File: config.mk
export PLATFORM = sky130hd
export DESIGN_NAME = serial_add_ctrl_flat
export DESIGN_NICKNAME = d
export VERILOG_FILES = /design/src/rtl/serial_add_ctrl_if.sv /design/src/rtl/serial_add_ctrl.sv /design/src/flat_wrapper.sv
export SDC_FILE = /design/constraint.sdc
export NUM_CORES = 1
export LEC_CHECK = 0
export ABC_CLOCK_PERIOD_IN_PS = 1800
export CELL_PAD_IN_SITES_DETAIL_PLACEMENT = 0
export CELL_PAD_IN_SITES_GLOBAL_PLACEMENT = 1
export CORE_AREA = 3 3 52 89
export CTS_CLUSTER_SIZE = 30
export DETAILED_ROUTE_END_ITERATION = 8
export DIE_AREA = 0 0 55 92
export HOLD_SLACK_MARGIN = 0.12
export PLACE_DENSITY = 0.85
export SLEW_MARGIN = 5
export SYNTH_ARGS = -nofsm -noshare
export SYNTH_HDL_FRONTEND = slang
export SYNTH_HIERARCHICAL = 1
export SYNTH_SLANG_ARGS = --single-unit
File: constraint.sdc
create_clock -name clk -period 1.8 [get_ports clk]
set_clock_uncertainty 0.1 [all_clocks]
set_input_delay 0.18 -clock clk [delete_from_list [all_inputs] [get_ports clk]]
set_output_delay 0.18 -clock clk [all_outputs]
set_load 0.005 [all_outputs]
File: src/rtl/serial_add_ctrl_if.sv
// Handshake and data bundle between the lab top level and the bit-serial adder.
// The master drives the request and operands; the slave returns the status and the result.
interface serial_add_ctrl_if #(
    parameter int WIDTH = 8
);
    logic             start;
    logic             sub;
    logic [WIDTH-1:0] a;
    logic [WIDTH-1:0] b;
    logic             cin;
    logic             busy;
    logic             done;
    logic [WIDTH-1:0] sum;
    logic             cout;
    logic             ovf;

    modport master (
        output start, sub, a, b, cin,
        input  busy, done, sum, cout, ovf
    );

    modport slave (
        input  start, sub, a, b, cin,
        output busy, done, sum, cout, ovf
    );
endinterface

File: src/rtl/serial_add_ctrl.sv
// Bit-serial add/subtract sequencer: a single full-adder slice is stepped LSB-first,
// one bit per clock, and the result is returned with a one-cycle done pulse.
module full_adder (
    input  logic a,
    input  logic b,
    input  logic cin,
    output logic s,
    output logic cout
);
    assign s    = a ^ b ^ cin;
    assign cout = (a & b) | (cin & (a ^ b));
endmodule

module serial_add_ctrl #(
    parameter int WIDTH = 8
) (
    input  logic          clk,
    input  logic          rst,
    serial_add_ctrl_if.slave bus
);
    localparam int CNT_W = $clog2(WIDTH) + 1;

    typedef enum logic [1:0] {IDLE, RUN, DONE} state_t;

    state_t           state, state_nxt;
    logic [WIDTH-1:0] opa, opb, sum_r;
    logic [CNT_W-1:0] cnt;
    logic             carry, cout_r, ovf_r;
    logic             load, step, last;
    logic             fa_s, fa_cout;

    full_adder u_fa (
        .a   (opa[0]),
        .b   (opb[0]),
        .cin (carry),
        .s   (fa_s),
        .cout(fa_cout)
    );

    assign last = (cnt == CNT_W'(WIDTH - 1));

    always_ff @(posedge clk or posedge rst) begin
        if (rst) state <= IDLE;
        else     state <= state_nxt;
    end

    // DONE accepts a new request just like IDLE so a held start runs back-to-back
    always_comb begin
        state_nxt = state;
        load      = 1'b0;
        step      = 1'b0;
        case (state)
            IDLE: begin
                if (bus.start) begin
                    state_nxt = RUN;
                    load      = 1'b1;
                end
            end
            RUN: begin
                step = 1'b1;
                if (last) state_nxt = DONE;
            end
            DONE: begin
                if (bus.start) begin
                    state_nxt = RUN;
                    load      = 1'b1;
                end else begin
                    state_nxt = IDLE;
                end
            end
            default: state_nxt = IDLE;
        endcase
    end

    // On the MSB step the carry FF holds the carry into the MSB, so ovf needs no extra register
    always_ff @(posedge clk or posedge rst) begin
        if (rst) begin
            opa    <= '0;
            opb    <= '0;
            sum_r  <= '0;
            cnt    <= '0;
            carry  <= 1'b0;
            cout_r <= 1'b0;
            ovf_r  <= 1'b0;
        end else if (load) begin
            opa    <= bus.a;
            opb    <= bus.sub ? ~bus.b : bus.b;
            carry  <= bus.sub | bus.cin;
            cnt    <= '0;
            sum_r  <= '0;
        end else if (step) begin
            sum_r  <= {fa_s, sum_r[WIDTH-1:1]};
            opa    <= {1'b0, opa[WIDTH-1:1]};
            opb    <= {1'b0, opb[WIDTH-1:1]};
            carry  <= fa_cout;
            cnt    <= cnt + 1'b1;
            if (last) begin
                cout_r <= fa_cout;
                ovf_r  <= carry ^ fa_cout;
            end
        end
    end

    assign bus.busy = (state == RUN);
    assign bus.done = (state == DONE);
    assign bus.sum  = sum_r;
    assign bus.cout = cout_r;
    assign bus.ovf  = ovf_r;
endmodule

File: src/flat_wrapper.sv
// flat-port wrapper written by rule: the top's interface ports become plain ports
module serial_add_ctrl_flat 
#(
    parameter int WIDTH = 8
)
  (clk, rst, bus_start, bus_sub, bus_a, bus_b, bus_cin, bus_busy, bus_done, bus_sum, bus_cout, bus_ovf);
  serial_add_ctrl_if #(.WIDTH(WIDTH)) bus_i ();
  input  logic clk;
  input  logic rst;
  input wire logic [$bits(bus_i.start)-1:0] bus_start;
  input wire logic [$bits(bus_i.sub)-1:0] bus_sub;
  input wire logic [$bits(bus_i.a)-1:0] bus_a;
  input wire logic [$bits(bus_i.b)-1:0] bus_b;
  input wire logic [$bits(bus_i.cin)-1:0] bus_cin;
  output wire logic [$bits(bus_i.busy)-1:0] bus_busy;
  output wire logic [$bits(bus_i.done)-1:0] bus_done;
  output wire logic [$bits(bus_i.sum)-1:0] bus_sum;
  output wire logic [$bits(bus_i.cout)-1:0] bus_cout;
  output wire logic [$bits(bus_i.ovf)-1:0] bus_ovf;
  assign bus_i.start = bus_start;
  assign bus_i.sub = bus_sub;
  assign bus_i.a = bus_a;
  assign bus_i.b = bus_b;
  assign bus_i.cin = bus_cin;
  assign bus_busy = bus_i.busy;
  assign bus_done = bus_i.done;
  assign bus_sum = bus_i.sum;
  assign bus_cout = bus_i.cout;
  assign bus_ovf = bus_i.ovf;
  serial_add_ctrl #(.WIDTH(WIDTH)) u_core (.clk(clk), .rst(rst), .bus(bus_i));
endmodule
==> reports/qor.txt <==
Antenna Cells = 0
Distinct cells, synth = 25
Filler Cells Inserted = 379
Number of clock sinks = 33
Number of synthesized flops with an enable pin = 0
Root Buffer = clkbuf_8
Crit path time final = 1.73 ns
Buffer depth of the longest clock path = 2
Status = complete, no violations
Mapped Area = 1510 sq um
Core ar. = 3980 sq um
Slowest CP cell = clkdlybuf4s50_1
Syn nets = 154
Startpoint types = flip-flop
Largest net degree at the start of global routing = 34
CP arrival = 1.45 ns
WP buf/inv = 2
Final Hold Vio Count = 0
Router iterations before antenna repair = 4
Crit path max fanout = 10
Cell family with most CP delay = buffers and inverters
Post-DRT Antenna Nets = 0
DR WL/cell = 14.4 microns
GPL Wtd Cong = 0.766
Setup-failing EPs final = 0
Via count = 1116
Cell accounting for the most synthesized area = dfrtp_1
Layout area overhead = 32.7%
Die H = 92 microns
Measured slew at the worst slew-check pin = 0.510 ns
Post-synth top flop = dfrtp_1
Commonest cells post-synth = dfrtp_1 (33), nand2_1 (18), a22o_1 (11)
Post-Place Setup Slack = 0.195 ns
Ys async rst share = 100%
FP Rows = 30
Initial antenna violation count = 0
Worst endpoint required time = 1.52 ns
LEAKAGE = 0.000938 uW
Routed WL = 3.14 mm
Syn Inst Count = 131
HPWL after detailed placement = 2.32 mm
Area of the multi-input gates = 609 sq um
Register area share after synthesis = 54.5%
Pwr Density = 1660 nW/um^2
Clock transition at path regs = 0.06 ns
Top-level I/O count = 33
CTS Buf Count = 5
Max Cap Violations = 0
Port Buf Inserts = 32
# hold bufs at CTS = 0
RSZ-0062 raised after global routing = false
Sequential cell area = 826 sq um
1st-iter DRT viols = 18
Skew-Pair Late Insertion Delay = 0.27 ns
Largest stage delay on the critical path = 0.50 ns
First-pass GRT wire length = 5.05 mm
Most common cell in the netlist = dfrtp_1
Worst setup path category = reg2out
Grt ovf = 0
Worst Slack Setup Final = 0.0747 ns
Syn. warnings = 6
#FFs+latches synth = 33
Fraction of layout cells with a size suffix above 1 = 11.8%
CP Cell Sequence = nand2b_4, inv_4, clkdlybuf4s50_1
Area contributors post-synth = dfrtp_1 (55%), a22o_1 (6.4%), mux2i_1 (6.0%), xor2_1 (5.2%), nand2_1 (4.5%)
CTS tree = built
Die W = 55 microns
Htree depth = 2
Yosys top cell area share = 54.5%
Max VDD drop = 0.000708 V
# DRC = 0
Layout Nets = 192
Slew Limit Headroom = 65.9%
Initial Util = 38.1%
Setup Total Neg Slack = 0 ns
Final Cycle Share = 95.9%
R2r setup slk = 0.21 ns
Max Freq = 0.580 GHz
Drt via density = 5.12
GRT Util Overall = 13.7%
Vias in the first global route = 1129
Hold WC Path Type = in2async
Die area = 5060 sq um
Max Slew Vio Count = 0
Synthesized area per cell = 11.6 sq um
Crit. End Element = output pin
-- report_power, final --
group | internal (uW) | switching [uW]
Sequential | 1060 | 227
Clock | 451 | 241
Combinational | 736 | 624
-- per-layer routing --
metal | global-route usage (%) | routed length, microns | vias up
li1 | - | - | 531
met1 | 14.9 | 1210 | 552
met2 | 23.7 | 1720 | 29
met3 | 3.25 | 169 | 4
met4 | 6.09 | 48 | 0
met5 | 0 | 0 | -
-- kinds of logic after synthesis --
kind of cell / share of synthesized area (%)
mux: 8.18
compound gates: 13.5
xor+xnor: 5.21
flops: 54.5
simple gates: 11.2
buf+inv: 5.21
fa+ha+maj: 2.15
-- sequential cells by signal, summed over array words and instances (netlist names) --
register	flops
u_core/bus.sum	8
u_core/state	2
u_core/bus.ovf	1
u_core/carry	1
u_core/opa	8
u_core/bus.cout	1
u_core/cnt	4
u_core/opb	8
-- worst register-to-register path, cell delays in order, from the launching register on --
cell     delay (ns)
dfrtp_1        0.41
fa_1           0.48
xor2_1         0.18
mux2_1         0.30
-- area by class of cell --
cell class | instances | area share (%)
tap | 48 | 2.99
inverter | 2 | 0.498
multi-input combinational | 86 | 30.3
clock buffer | 7 | 4.30
timing repair buffer | 41 | 19.3
clock inverter | 1 | 1.49
sequential | 33 | 41.1
-- through the flow --
step,hold WS (ns),util (%),cell area (sq um),std cells,power [uW]
detailed placement,0.389,46.9,1870,207,2600
global route,0.247,50.5,2010,218,3570
floorplan,0.208,-,1510,131,2170
finish,0.187,50.5,2010,218,3340
global placement,0.378,46.9,1870,207,2510
CTS,0.204,49.9,1980,215,3310
-- path summary, 6_finish.rpt --
kind | start | endpoint | depth (start not counted)
max | u_core/state[1] | bus_busy | 3
min | rst | u_core/cnt[1] | 3
max reg2reg | u_core/opa[0] | u_core/bus.ovf | 3
min reg2reg | u_core/opa[1] | u_core/opa[1] | 2
max in group asynchronous | rst | u_core/cnt[3] | 3
min in group clk | bus_a[1] | u_core/opa[1] | 3
-- placed cells by master (no fill, tap or decap) --
cell type | Yosys | routed
buf_4 | 1 | 9
dfrtp_1 | 33 | 33
nand4_1 | 1 | 1
mux2_1 | 3 | 3
nand3_1 | 8 | 8
inv_1 | 1 | 1
clkbuf_8 | 0 | 6
o21ai_0 | 1 | 1
a22o_1 | 11 | 11
a221o_1 | 1 | 1
a22oi_1 | 7 | 7
fa_1 | 1 | 1
inv_4 | 0 | 1
o21ai_1 | 8 | 8
nand2b_4 | 1 | 1
ha_1 | 1 | 1
nand2b_1 | 1 | 1
nor3_2 | 1 | 1
mux2i_1 | 9 | 9
nor2b_1 | 2 | 2
nor2_1 | 2 | 2
bufinv_16 | 0 | 1
clkdlybuf4s50_1 | 0 | 32
nor2_2 | 1 | 1
xor2_1 | 9 | 9
nand2_1 | 18 | 18
clkbuf_1 | 0 | 1
-- what timing repair did --
item / 4_1_cts / 5_1_grt
hold endpoints to repair: 0 / 0
setup buffers: 0 / 3
resized for setup: 0 / 1
endpoints found under the setup margin: 0 / 1
(Power assumes the default switching activity.)
